### config.mk
export PLATFORM = sky130hd
export DESIGN_NAME = sdram_apb_arbiter
export DESIGN_NICKNAME = d
export VERILOG_FILES = /design/src/rtl/sdram_apb_arbiter.sv
export SDC_FILE = /design/constraint.sdc
export NUM_CORES = 1
export LEC_CHECK = 0
export ABC_AREA = 1
export CAP_MARGIN = 20
export CORE_AREA = 2 2 128 130
export CTS_CLUSTER_SIZE = 12
export DETAILED_ROUTE_END_ITERATION = 16
export DIE_AREA = 0 0 130 132
export HOLD_SLACK_MARGIN = 0.08
export PLACE_DENSITY = 0.8
export REMOVE_ABC_BUFFERS = 1
export SLEW_MARGIN = 20
export SYNTH_ARGS = -nofsm -noshare
export SYNTH_HDL_FRONTEND = slang
export SYNTH_SLANG_ARGS = --single-unit
### constraint.sdc
create_clock -name clock -period 1.2 [get_ports clock]
set_clock_uncertainty 0.05 [all_clocks]
set_input_delay 0.24 -clock clock [delete_from_list [all_inputs] [get_ports clock]]
set_output_delay 0.24 -clock clock [all_outputs]
set_load 0.005 [all_outputs]
### src/rtl/sdram_apb_arbiter.sv
// sdram_apb_arbiter: two-port APB arbiter serialising upstream transfers onto the SDRAM APB slave port
// Ports: clock/reset (async active-low); in0_*/in1_* upstream APB slave ports;
// out_* downstream APB master port. Macro SDRAM_ARB_RR_EN selects round-robin, else in0 has fixed priority.
module sdram_apb_arbiter #(
  parameter int ADDR_W = 32,
  parameter int DATA_W = 32
) (
  input  logic                  clock,
  input  logic                  reset,
  input  logic [ADDR_W-1:0]     in0_paddr,
  input  logic                  in0_psel,
  input  logic                  in0_penable,
  input  logic                  in0_pwrite,
  input  logic [2:0]            in0_pprot,
  input  logic [DATA_W-1:0]     in0_pwdata,
  input  logic [DATA_W/8-1:0]   in0_pstrb,
  output logic                  in0_pready,
  output logic [DATA_W-1:0]     in0_prdata,
  output logic                  in0_pslverr,
  input  logic [ADDR_W-1:0]     in1_paddr,
  input  logic                  in1_psel,
  input  logic                  in1_penable,
  input  logic                  in1_pwrite,
  input  logic [2:0]            in1_pprot,
  input  logic [DATA_W-1:0]     in1_pwdata,
  input  logic [DATA_W/8-1:0]   in1_pstrb,
  output logic                  in1_pready,
  output logic [DATA_W-1:0]     in1_prdata,
  output logic                  in1_pslverr,
  output logic [ADDR_W-1:0]     out_paddr,
  output logic                  out_psel,
  output logic                  out_penable,
  output logic [2:0]            out_pprot,
  output logic                  out_pwrite,
  output logic [DATA_W-1:0]     out_pwdata,
  output logic [DATA_W/8-1:0]   out_pstrb,
  input  logic                  out_pready,
  input  logic [DATA_W-1:0]     out_prdata,
  input  logic                  out_pslverr
);
  typedef enum logic [1:0] {IDLE, SETUP, ACCESS} state_t;
  state_t state;
  logic grant, win, req, wr, done, unused_penable;
  assign req = in0_psel | in1_psel;
  assign wr = win ? in1_pwrite : in0_pwrite;
  assign unused_penable = in0_penable ^ in1_penable;
`ifdef SDRAM_ARB_RR_EN
  logic last;
  // on a contest the port that was not served last wins
  assign win = (in0_psel & in1_psel) ? ~last : in1_psel;
  always_ff @(posedge clock or negedge reset)
    if (!reset) last <= 1'b1;
    else if (state == IDLE && req) last <= win;
`else
  assign win = ~in0_psel;
`endif
  always_ff @(posedge clock or negedge reset) begin
    if (!reset) begin
      state       <= IDLE;
      grant       <= 1'b0;
      out_psel    <= 1'b0;
      out_penable <= 1'b0;
      out_paddr   <= '0;
      out_pprot   <= '0;
      out_pwrite  <= 1'b0;
      out_pwdata  <= '0;
      out_pstrb   <= '0;
    end else if (state == IDLE) begin
      if (req) begin
        state      <= SETUP;
        grant      <= win;
        out_psel   <= 1'b1;
        out_paddr  <= win ? in1_paddr : in0_paddr;
        out_pprot  <= win ? in1_pprot : in0_pprot;
        out_pwrite <= wr;
        out_pwdata <= wr ? (win ? in1_pwdata : in0_pwdata) : '0;
        out_pstrb  <= wr ? (win ? in1_pstrb : in0_pstrb) : '0;
      end
    end else if (state == SETUP) begin
      state       <= ACCESS;
      out_penable <= 1'b1;
    end else if (out_pready) begin
      state       <= IDLE;
      out_psel    <= 1'b0;
      out_penable <= 1'b0;
    end
  end
  // a requester that dropped psel mid-transfer gets no response
  assign done        = state == ACCESS && out_pready;
  assign in0_pready  = done & ~grant & in0_psel;
  assign in1_pready  = done & grant & in1_psel;
  assign in0_prdata  = (state == ACCESS && !grant) ? out_prdata : '0;
  assign in1_prdata  = (state == ACCESS && grant) ? out_prdata : '0;
  assign in0_pslverr = in0_pready & out_pslverr;
  assign in1_pslverr = in1_pready & out_pslverr;
endmodule

==> results.sh <==
export IMPL_cp_num_buf_inv=5
export IMPL_grt_use_total_pct=20.81
export IMPL_critPathMaxFanout=8
export IMPL_violations="setup timing"
export IMPL_hpwl_um=13100
export IMPL_core_area_um2=15710
export IMPL_synth_top_area_share_pct=45.03
export IMPL_clk_latency_ns=0.33
export IMPL_grt_pass1_wl_um=27910
export IMPL_cts_path_max_buffers=2
export IMPL_max_slew_margin_pct=82.41
export IMPL_die_x_um=130
export IMPL_avgViaCountPerCell=4.444
export IMPL_finalSetupTns_ns=-63.83
export IMPL_drv_slew=0
export IMPL_yosysTopAreaCell="dfrtp_1"
export IMPL_drive_above_1_share_pct=29.05
export IMPL_end_kind="primary output"
export IMPL_setup_ws_ns=-0.6362
export IMPL_power_leakage_nw=4.732
export IMPL_peakVddDrop_v=0.001025
export IMPL_gr_total_overflow=0
export IMPL_cts_sinks=77
export IMPL_layout_commonest_cell="nand2_1"
export IMPL_clk_transition_reported_paths_ns=0.06
export IMPL_path_cells="inv_2, buf_6, nand3b_1, buf_6, clkbuf_16, nor2_4, buf_2"
export IMPL_cts_buffers=9
export IMPL_seq_area_frac_synth_pct=45.03
export IMPL_cts_root_buf="clkbuf_16"
export IMPL_design_portCount=326
export IMPL_tritoncts="yes"
export IMPL_die_area_um2=17160
export IMPL_final_cell_mix="nand2_1 (401), clkdlybuf4s50_1 (179), buf_2 (141)"
export IMPL_drc=0
export IMPL_power_density_nw_per_um2=1959
export IMPL_cpPeakStageDelay_ns=0.39
export IMPL_rows=46
export IMPL_setup_violations=141
export IMPL_place_congestion=0.8331
export IMPL_hold_viol_final=0
export IMPL_period_needed_ns=1.836
export IMPL_post_dp_cell_area_um2=8026
export IMPL_rsz0062_at_grt="true"
export IMPL_arrival_ns=1.55
export IMPL_critPathKind="flop to primary output"
export IMPL_hold_path_class="primary input to asynchronous set/reset pin"
export IMPL_cts_max_level=3
export IMPL_synth_area_top_cells="dfrtp_1 (45%), nand2_1 (35%), nor2_1 (6.1%)"
export IMPL_cp_top_family="buffers and inverters"
export IMPL_yosysUniqueCellTypes=18
export IMPL_num_vias=5635
export IMPL_start_util_pct=27.23
export IMPL_outcome="finished with violations"
export IMPL_max_slew_worst_pin_slew_ns=0.2628
export IMPL_path_common_cell="buf_6"
export IMPL_synthCells=673
export IMPL_drt_iter0_markers=205
export IMPL_grt_max_degree=44
export IMPL_final_core_util_pct=54.44
export IMPL_final_area_um2=8554
export IMPL_synth_avg_cell_area_um2=6.358
export IMPL_syn2layout_area_growth_pct=99.91
export IMPL_chipHeight_um=132
export IMPL_grt_pass1_vias=5540
export IMPL_place_ws_ns=-0.7079
export IMPL_drv_cap=0
export IMPL_first_pass_iters=4
export IMPL_cp_required_ns=0.91
export IMPL_critical_path_slowest_cell="dfrtp_1"
export IMPL_io_buffers=323
export IMPL_yosys_warnings=0
export IMPL_grt_antenna_before_repair=4
export IMPL_synth_ff_latch_count=77
export IMPL_min_period_over_period_pct=153.0
export IMPL_clock_fmax_mhz=544.6
export IMPL_wire_per_inst_um=14.76
export IMPL_start_kind="flop"
export IMPL_ant_nets=0
export IMPL_routed_wl_um=18720
export IMPL_synth_area_um2=4279
export IMPL_layout_nets=1229
## final timing paths
kind                                from              to  slack, ns  cells after the start
min in group clock         out_paddr[27]   out_paddr[27]       0.41                      2
max reg2reg                     state[1]    out_pstrb[0]      -0.50                     10
min reg2reg                out_paddr[27]   out_paddr[27]       0.41                      2
min                                reset   out_pwdata[9]       0.38                      3
max                             state[0]  in0_prdata[30]      -0.64                      7
max in group asynchronous          reset   out_paddr[20]       0.47                      3
## tightest hold or removal path, cell delays in order
cell and delay [ns]:
dlygate4sd3_1 0.53, buf_4 0.14, buf_12 0.21
## kinds of logic (layout without fill, tap and decap cells)
logic type	after synthesis	after routing	synth area share, %
simple gates	516	516	46.75
flops	77	77	45.03
buf+inv	77	454	7.778
compound gates	3	3	0.4384
other cells	0	2	0
## power by group
group	internal (mW)	switching (mW)
sequential	3.88	0.667
clock	1.83	1.08
combinational	4.84	4.46
## per-layer routing
layer	track usage, %	wire length, um	part of all wire [%]	vias to the layer above
met5	0	27	0.14	-
met4	9.976	788	4.2	4
met3	6.006	1559	8.3	48
met2	36.33	9377	50	257
met1	22.94	6965	37	2579
li1	-	-	-	2747
## sequential cells by signal, summed over array words and instances, names as in the netlist
| register | flops |
|---|---|
| out_paddr | 32 |
| out_pwdata | 32 |
| out_pstrb | 4 |
| out_pprot | 3 |
| state | 2 |
| grant | 1 |
| out_penable | 1 |
| out_psel | 1 |
| out_pwrite | 1 |
## cell usage after synthesis, drive strengths merged
| cell type | n |
|---|---|
| clkbuf | 15 |
| nor3 | 2 |
| buf | 25 |
| nand2 | 404 |
| dfrtp | 77 |
| a21oi | 1 |
| nand3b | 1 |
| nor2 | 71 |
| nand3 | 38 |
| inv | 37 |
| o21ai | 2 |
## stage by stage
step / instances / hold WS (ns) / power [mW]
final: 1268 / 0.3820 / 16.76
after global routing: 1268 / 0.4037 / 17.94
after CTS: 1265 / 0.3724 / 16.22
after detailed placement: 1207 / 0.1837 / 12.92
after global placement: 1207 / 0.1774 / 12.74
after floorplan: 633 / -0.1056 / 7.115
## what timing repair did
action	in CTS	in global routing
pin swaps	4	6
gates cloned	7	3
setup endpoints to repair	217	143
endpoints found under the hold margin	77	0
gates resized for setup	616	77
setup buffers	34	3
hold buffers	1	0
## layout make-up
type / instances / area (um^2)
fill: 1487 / 7158
inverter: 37 / 138.9
antenna: 2 / 5.005
sequential: 77 / 1928
timing repair buffer: 401 / 3556
multi-input combinational: 519 / 2340
clock inverter: 5 / 83.83
clock buffer: 11 / 232.7
tap: 216 / 270.3
Power figures use the tool's default switching activity.
